### config.mk
export PLATFORM = sky130hd
export DESIGN_NAME = kp_decode
export DESIGN_NICKNAME = d
export VERILOG_FILES = /design/src/rtl/kp_decode.sv
export SDC_FILE = /design/constraint.sdc
export NUM_CORES = 1
export LEC_CHECK = 0
export CAP_MARGIN = 30
export CELL_PAD_IN_SITES_DETAIL_PLACEMENT = 2
export CELL_PAD_IN_SITES_GLOBAL_PLACEMENT = 2
export CORE_UTILIZATION = 39
export DETAILED_ROUTE_END_ITERATION = 10
export PLACE_DENSITY = 0.88
export SETUP_SLACK_MARGIN = 0.1
export SLEW_MARGIN = 10
export SYNTH_ARGS = -nofsm -noshare
export SYNTH_HDL_FRONTEND = slang
export SYNTH_SLANG_ARGS = --single-unit
### constraint.sdc
create_clock -name clk -period 3.2 [get_ports clk]
set_input_delay 0.32 -clock clk [delete_from_list [all_inputs] [get_ports clk]]
set_output_delay 0.32 -clock clk [all_outputs]
set_load 0.01 [all_outputs]
### src/rtl/kp_decode.sv
// Keypad receive side: aligns the scanner's column drive with synchronized row returns,
// debounces press/release, decodes the key and hands it off through a valid/ack hold register.
module kp_decode #(
  parameter int DEBOUNCE_CYCLES = 500000,
  parameter int RELEASE_CYCLES  = 500000
) (
  input  logic       clk,
  input  logic       reset,
  input  logic [3:0] kpc,
  input  logic [3:0] kpr,
  input  logic       key_ack,
  output logic [3:0] key_code,
  output logic       key_valid,
  output logic       key_held,
  output logic       overrun
);

  localparam int MAX_CYCLES = (DEBOUNCE_CYCLES > RELEASE_CYCLES) ? DEBOUNCE_CYCLES : RELEASE_CYCLES;
  localparam int CNT_W      = $clog2(MAX_CYCLES + 1);

  // The counter value seen on the final qualifying sample (it would become N on that edge).
  localparam logic [CNT_W-1:0] DEB_LAST = CNT_W'(DEBOUNCE_CYCLES - 1);
  localparam logic [CNT_W-1:0] REL_LAST = CNT_W'(RELEASE_CYCLES - 1);
  localparam logic [CNT_W-1:0] CNT_ONE  = CNT_W'(1);

  typedef enum logic [1:0] {
    IDLE,
    DEBOUNCE,
    PRESSED,
    RELEASE_WAIT
  } state_t;

  state_t           state_reg;
  logic [CNT_W-1:0] cnt_reg;
  logic [3:0]       kpr_s1_reg, kpr_s2_reg;
  logic [3:0]       kpc_d1_reg, kpc_d2_reg;
  logic [7:0]       cap_reg;
  logic [3:0]       key_code_reg;
  logic             key_valid_reg;
  logic             key_held_reg;
  logic             overrun_reg;

  logic [7:0]       sample;
  logic             sample_pressed;
  logic             sample_released;
  logic [CNT_W-1:0] cnt_inc;
  logic [3:0]       decode_code;

  function automatic logic one_cold(input logic [3:0] v);
    return (v == 4'b0111) || (v == 4'b1011) || (v == 4'b1101) || (v == 4'b1110);
  endfunction

  // Index 0 is the MSB line (row 0 / column 0).
  function automatic logic [1:0] cold_index(input logic [3:0] v);
    logic [1:0] idx;
    idx = 2'd0;
    case (v)
      4'b0111: idx = 2'd0;
      4'b1011: idx = 2'd1;
      4'b1101: idx = 2'd2;
      4'b1110: idx = 2'd3;
      default: idx = 2'd0;
    endcase
    return idx;
  endfunction

  // Layout row-major: 1 2 3 A / 4 5 6 B / 7 8 9 C / * 0 # D, with * = E and # = F.
  function automatic logic [3:0] key_map(input logic [3:0] rc);
    logic [3:0] code;
    code = 4'h0;
    case (rc)
      4'd0:    code = 4'h1;
      4'd1:    code = 4'h2;
      4'd2:    code = 4'h3;
      4'd3:    code = 4'hA;
      4'd4:    code = 4'h4;
      4'd5:    code = 4'h5;
      4'd6:    code = 4'h6;
      4'd7:    code = 4'hB;
      4'd8:    code = 4'h7;
      4'd9:    code = 4'h8;
      4'd10:   code = 4'h9;
      4'd11:   code = 4'hC;
      4'd12:   code = 4'hE;
      4'd13:   code = 4'h0;
      4'd14:   code = 4'hF;
      default: code = 4'hD;
    endcase
    return code;
  endfunction

  assign sample          = {kpc_d2_reg, kpr_s2_reg};
  assign sample_pressed  = one_cold(kpc_d2_reg) && one_cold(kpr_s2_reg);
  assign sample_released = (kpr_s2_reg == 4'hF);
  assign cnt_inc         = (cnt_reg == {CNT_W{1'b1}}) ? cnt_reg : cnt_reg + CNT_ONE;
  assign decode_code     = key_map({cold_index(cap_reg[3:0]), cold_index(cap_reg[7:4])});

  always_ff @(posedge clk) begin
    if (reset) begin
      state_reg     <= IDLE;
      cnt_reg       <= '0;
      kpr_s1_reg    <= 4'hF;
      kpr_s2_reg    <= 4'hF;
      kpc_d1_reg    <= 4'hF;
      kpc_d2_reg    <= 4'hF;
      cap_reg       <= 8'hFF;
      key_code_reg  <= 4'h0;
      key_valid_reg <= 1'b0;
      key_held_reg  <= 1'b0;
      overrun_reg   <= 1'b0;
    end else begin
      // kpc takes the same two-register path as kpr so sampled pairs stay aligned.
      kpr_s1_reg  <= kpr;
      kpr_s2_reg  <= kpr_s1_reg;
      kpc_d1_reg  <= kpc;
      kpc_d2_reg  <= kpc_d1_reg;
      overrun_reg <= 1'b0;

      if (key_ack && key_valid_reg) begin
        key_valid_reg <= 1'b0;
      end

      case (state_reg)
        IDLE: begin
          if (sample_pressed) begin
            cap_reg   <= sample;
            cnt_reg   <= CNT_ONE;
            state_reg <= DEBOUNCE;
          end
        end
        DEBOUNCE: begin
          if (sample == cap_reg) begin
            if (cnt_reg >= DEB_LAST) begin
              state_reg    <= PRESSED;
              cnt_reg      <= '0;
              key_held_reg <= 1'b1;
              // An ack in the accept cycle frees the slot for the new key.
              if (!key_valid_reg || key_ack) begin
                key_code_reg  <= decode_code;
                key_valid_reg <= 1'b1;
              end else begin
                overrun_reg <= 1'b1;
              end
            end else begin
              cnt_reg <= cnt_inc;
            end
          end else begin
            state_reg <= IDLE;
            cnt_reg   <= '0;
          end
        end
        PRESSED: begin
          if (sample_released) begin
            cnt_reg   <= CNT_ONE;
            state_reg <= RELEASE_WAIT;
          end
        end
        RELEASE_WAIT: begin
          if (sample_released) begin
            if (cnt_reg >= REL_LAST) begin
              state_reg    <= IDLE;
              cnt_reg      <= '0;
              key_held_reg <= 1'b0;
            end else begin
              cnt_reg <= cnt_inc;
            end
          end else begin
            state_reg <= PRESSED;
            cnt_reg   <= '0;
          end
        end
        default: begin
          state_reg <= IDLE;
          cnt_reg   <= '0;
        end
      endcase
    end
  end

  assign key_code  = key_code_reg;
  assign key_valid = key_valid_reg;
  assign key_held  = key_held_reg;
  assign overrun   = overrun_reg;

endmodule

; ---- Word-level counts from Yosys, hierarchy flattened
; Memory sizes are Yosys's and may differ from the RTL's. A register that Yosys moved wholly into a read port is not among the register bits.
; Index checks and enable logic that the tools add are counted.
[classes]
addsub = 1
order_cmp = 1
eq_ne = 28
muxes = 27
bitwise_logic = 3
n_reduce_logical = 18
[op_table]
columns = operator, n
row1 = $mux W19, 6
row2 = $pmux W19 S4, 1
row3 = $eq A4 B4 Y1 const B, 13
row4 = $add A19 B1 Y19 const B, 1
row5 = $eq A19 B19 Y1 const B, 1
row6 = $ge A19 B19 Y1 const B, 1
row7 = $mux W2, 6
row8 = $ne A2 B2 Y1 const B, 6
row9 = $pmux W2 S3, 2
row10 = $mux W1, 10
row11 = $eq A4 B3 Y1 const B, 2
row12 = $eq A8 B8 Y1, 1
row13 = $pmux W2 S4, 1
row14 = $reduce_and A4 Y1, 2
row15 = $logic_or A1 B1 Y1, 7
row16 = $ne A3 B3 Y1 const B, 2
row17 = $reduce_and A5 Y1, 1
row18 = $eq A2 B2 Y1 const B, 2
row19 = $reduce_and A2 Y1, 2
row20 = $reduce_or A4 Y1, 1
row21 = $not A1 Y1, 3
row22 = $eq A2 B1 Y1 const B, 1
row23 = $logic_and A1 B1 Y1, 2
row24 = $logic_not A2 Y1, 1
row25 = other kinds (3), 3
[totals]
regBits = 48
romBits = 64
in_bits = 11
out_inout_bits = 7
elab_cells = 89
mem_count = 1
[memory_table]
columns = name, words, word_bits, rd, rd_clocked_by_memory_dff, write_ports, line
row1 = (name not given), 16, 4, 1, 1, 0, 71  ; case (rc)

; ---- Logic depth before layout (Yosys ltp)
[depth]
depth_word = 7
ltp_mapped = 9
depth_no_buf = 8

; ---- Worst setup path after synthesis
; OpenSTA, ideal clock, no wires.
[synth_timing]
path_type = register -> register
start = register cnt_reg[0]
end = register cnt_reg[11]
arrival_ns = 1.907
slack_ns = 1.198
stages_incl_launch_ff = 8
period_less_slack_ns = 2.002
cell_sequence = dfxtp_1 > ha_1 > and4_1 > and4_2 > a211o_2 > a2bb2oi_4 > nand2_4 > o311ai_1
[synth_via]
elab_chain_cells = 5
elab_cells_between_ends = 8
classes_between = add/sub: 1 / order compare: 1 / eq/ne: 1 / mux: 5
[synth_lines]
columns = element, line
row1 = start: declaration, 34  ; logic [CNT_W-1:0] cnt_reg;
row2 = start signal: assignment, 145  ; cnt_reg <= cnt_inc;
row3 = start signal: assignment, 165  ; cnt_reg <= cnt_inc;
row4 = $add A19 B1 Y19 / $eq A19 B19 Y1 (equally long branches), 95  ; assign cnt_inc = (cnt_reg == {CNT_W{1'b1}}) ? cnt_reg : cnt_reg + CNT_ONE;
row5 = $mux W19, 95
row6 = $mux W19 *, "133, 160"
row7 = "$mux W19, on equally long branches", "159, 132"
row8 = $pmux W19 S4 *, 123  ; case (state_reg)
; Mark *: on every way between the ends. The rest lies on a longest branch, timed or not.
; A chain may end at the register's enable or synchronous reset.

; ---- Worst setup path in the final report
[layout_timing]
start = register cnt_reg[0]
end = register cnt_reg[9]
; The elaborated chain is that of the path after synthesis.

==> impl_metrics.py <==
metrics = {
    "yosys": {
        "netlist_area_um2": 2630,
        "syn-mean-instance-area_um2": 8.97,
        "synth_cells": 293,
        "synth_seq_area_share": 0.396,
        "ys_top_cells_by_area": "dfxtp_1, nand3_1, nand2_1",
        "synth-edff-count": 0,
        "synth_top_area_share": 0.396,
        "synthFlopType": "dfxtp_1",
        "yosysTopAreaCell": "dfxtp_1",
        "syn-num-nets": 310,
        "ys_types": 56,
        "ys_seq_elements": 52,
        "async_reset_ff_frac": 0,
        "yosys_warnings": 0,
    },
    "detailed_routing": {
        "vias": 2265,
        "vias_per_cell": 5.87,
        "totalWireLength_um": 7470,
        "post_drt_wl_per_cell_um": 19.4,
        "drc": 4,
        "antenna_left": 0,
        "first_pass_iters": 7,
        "dr.first_iter.drc_count": 131,
    },
    "global_route": {
        "use_met3": 0.0386,
        "track_usage": 0.233,
        "gr-total-overflow": 0,
        "grt_pass1_wl_um": 12800,
        "grt.busiest_layer": "met2",
        "antenna_found_initial": 0,
        "grtUsageMet2": 0.405,
        "first_global_vias": 2470,
        "grt_max_degree": 33,
        "grt_use_met1": 0.291,
    },
    "flow_run": {
        "drv_cap": 0,
    },
    "place": {
        "pre_cts_ws_ps": 668,
        "port_buffers": 17,
        "place_area_um2": 2840,
        "dp_hpwl_um": 5100,
        "finalWeightedCongestion": 0.766,
    },
    "setup_path": {
        "crit_type": "flip-flop to flip-flop",
        "crit_chain": "ha_1, nand4_1, nor4_4, nand3_1, nand3_1, nor2_1, a22o_2",
        "cpMostUsedCell": "nand3_1",
        "crit_path_top_delay_cell": "nand3_1",
        "start_kind": "flip-flop",
        "cpLargestDelayFamily": "simple AND/OR/NAND/NOR gates",
        "cp_slowest_stage_delay_ps": 500,
        "cp.required_ps": 3430,
        "arrival_ps": 2800,
        "path_max_fanout": 14,
        "crit_cells": 7,
        "endpoint_kind": "flip-flop",
        "reg2reg_depth": 7,
        "crit_buf_inv": 0,
    },
    "cts": {
        "cts_buffer_depth": 2,
        "clk_pin_slew_worst_paths_ps": 100,
        "cts_buffers": 5,
        "cts_setup_buffers": 0,
        "cts_tree": "done",
        "cts_root_buf": "clkbuf_8",
        "cts_sinks": 52,
        "htree_num_levels": 2,
        "cts_resized": 0,
        "clk-insertion-delay-late_ps": 330,
        "ctsHoldBuffers": 0,
    },
    "power_and_ir_drop": {
        "vdd_drop_max_mv": 0.199,
        "power_density_nw_per_um2": 430,
        "leakagePower_nw": 1.05,
    },
    "die": {
        "die_x_um": 84.1,
        "row_count": 29,
        "die_h_um": 84.1,
        "pin_count": 18,
        "die-area_um2": 7070,
        "coreArea_um2": 6420,
        "start_util": 0.409,
    },
    "hold_path": {
        "min_path_cells": 1,
        "hold_path_class": "flip-flop to flip-flop",
    },
    "outcome": {
        "violations": "DRC",
        "outcome": "complete, but fails checks",
    },
    "sta": {
        "tns_ps": 0,
        "finalSetupViolCount": 0,
        "slew_violations": 0,
        "maxSlewHeadroom": 0.620,
        "finalClockSkew_ps": 6.58,
        "min_period_ps": 2570,
        "setup_slack_ps": 632,
        "max_freq_mhz": 389,
        "finalCritPeriodShare": 0.803,
        "hold_viol_final": 0,
        "worstMarginPinSlew_ps": 568,
        "rsz0062_at_grt": "false",
    },
    "finish": {
        "drive_gt1_frac": 0.146,
        "stdcell_area_um2": 2960,
        "fill_cells": 706,
        "diodes": 0,
        "syn_to_final_growth_pct": 12.4,
        "largest_reg_flops": 19,
        "fin_nets": 325,
    },
}
## area by class of cell
| class | instances | area (um2) | area share |
|---|---|---|---|
| Clock inverter | 3 | 46.3 | 0.0157 |
| Timing Repair Buffer | 21 | 200 | 0.0677 |
| Inverter | 7 | 26.3 | 0.00889 |
| Tap cell | 77 | 96.3 | 0.0326 |
| Clock buffer | 5 | 68.8 | 0.0233 |
| Multi-Input combinational cell | 221 | 1480 | 0.500 |
| Sequential cell | 52 | 1040 | 0.352 |
## layer usage
metal / vias up / routed length [um]
met3: 14 / 159
met4: 0 / 158
met5: - / 0
met1: 1134 / 3440
li1: 1077 / -
met2: 40 / 3710
## cells by family after synthesis
| logic type | after synthesis | share of synthesized area |
|---|---|---|
| simple gates | 140 | 0.292 |
| flops | 52 | 0.396 |
| compound gates | 46 | 0.131 |
| buf+inv | 20 | 0.0447 |
| xor+xnor | 16 | 0.0533 |
| mux | 13 | 0.0547 |
| fa+ha+maj | 6 | 0.0286 |
## cells in the final DEF (no fill, tap or decap), types with 4 or more instances in the layout
cell,instances
clkdlybuf4s50_1,17
dfxtp_1,52
nor2_1,18
xnor2_1,9
nand3_1,25
a21oi_1,11
nor2b_1,5
buf_4,4
nand2_1,30
o311ai_1,4
clkbuf_8,5
inv_1,6
and2_1,5
nand4_1,8
o21ai_0,6
and3_1,5
a211oi_1,5
ha_1,6
mux2i_1,11
or2_2,16
xor2_1,7
nor3_1,12
## report_power, final
part	internal, mW	switching, mW	leakage (nW)
sequential	0.660	0.0140	0.423
combinational	0.0535	0.0596	0.568
clock	0.236	0.248	0.0548
total	0.950	0.322	1.05
## stage by stage
step	hold slack (ps)	total power, mW	utilization	cells
floorplan	389	0.760	-	293
global placement	391	0.792	0.442	378
detailed placement	399	0.801	0.442	378
CTS	425	1.28	0.460	386
global route	439	1.32	0.460	386
finish	420	1.27	0.460	386
## synth_stat cells, types with 2 or more instances
library cell  number
a41oi_1            2
o21ba_2            2
a21o_1             2
a211oi_1           5
and3_1             5
nor2_1            18
xnor2_1            9
nand2_1           30
and4b_1            2
a31oi_1            2
a21oi_1           11
and4_1             2
and3_2             2
nor3_1            12
or2_2             16
and2_1             5
clkbuf_1           5
buf_4              2
nand3_1           25
nand4_1            8
xor2_1             7
o311ai_1           4
nor2b_1            5
inv_1              6
o211ai_1           2
dfxtp_1           52
buf_6              3
mux2i_1           11
ha_1               6
o21ai_0            6
## worst paths after layout
path / endpoint / slack (ps) / from
min reg2reg: kpr_s2_reg[0] / 420 / kpr_s1_reg[0]
min: kpr_s2_reg[0] / 420 / kpr_s1_reg[0]
max reg2reg: cnt_reg[9] / 630 / cnt_reg[0]
max: cnt_reg[9] / 630 / cnt_reg[0]
No activity file was read; power rests on OpenSTA's default activity.
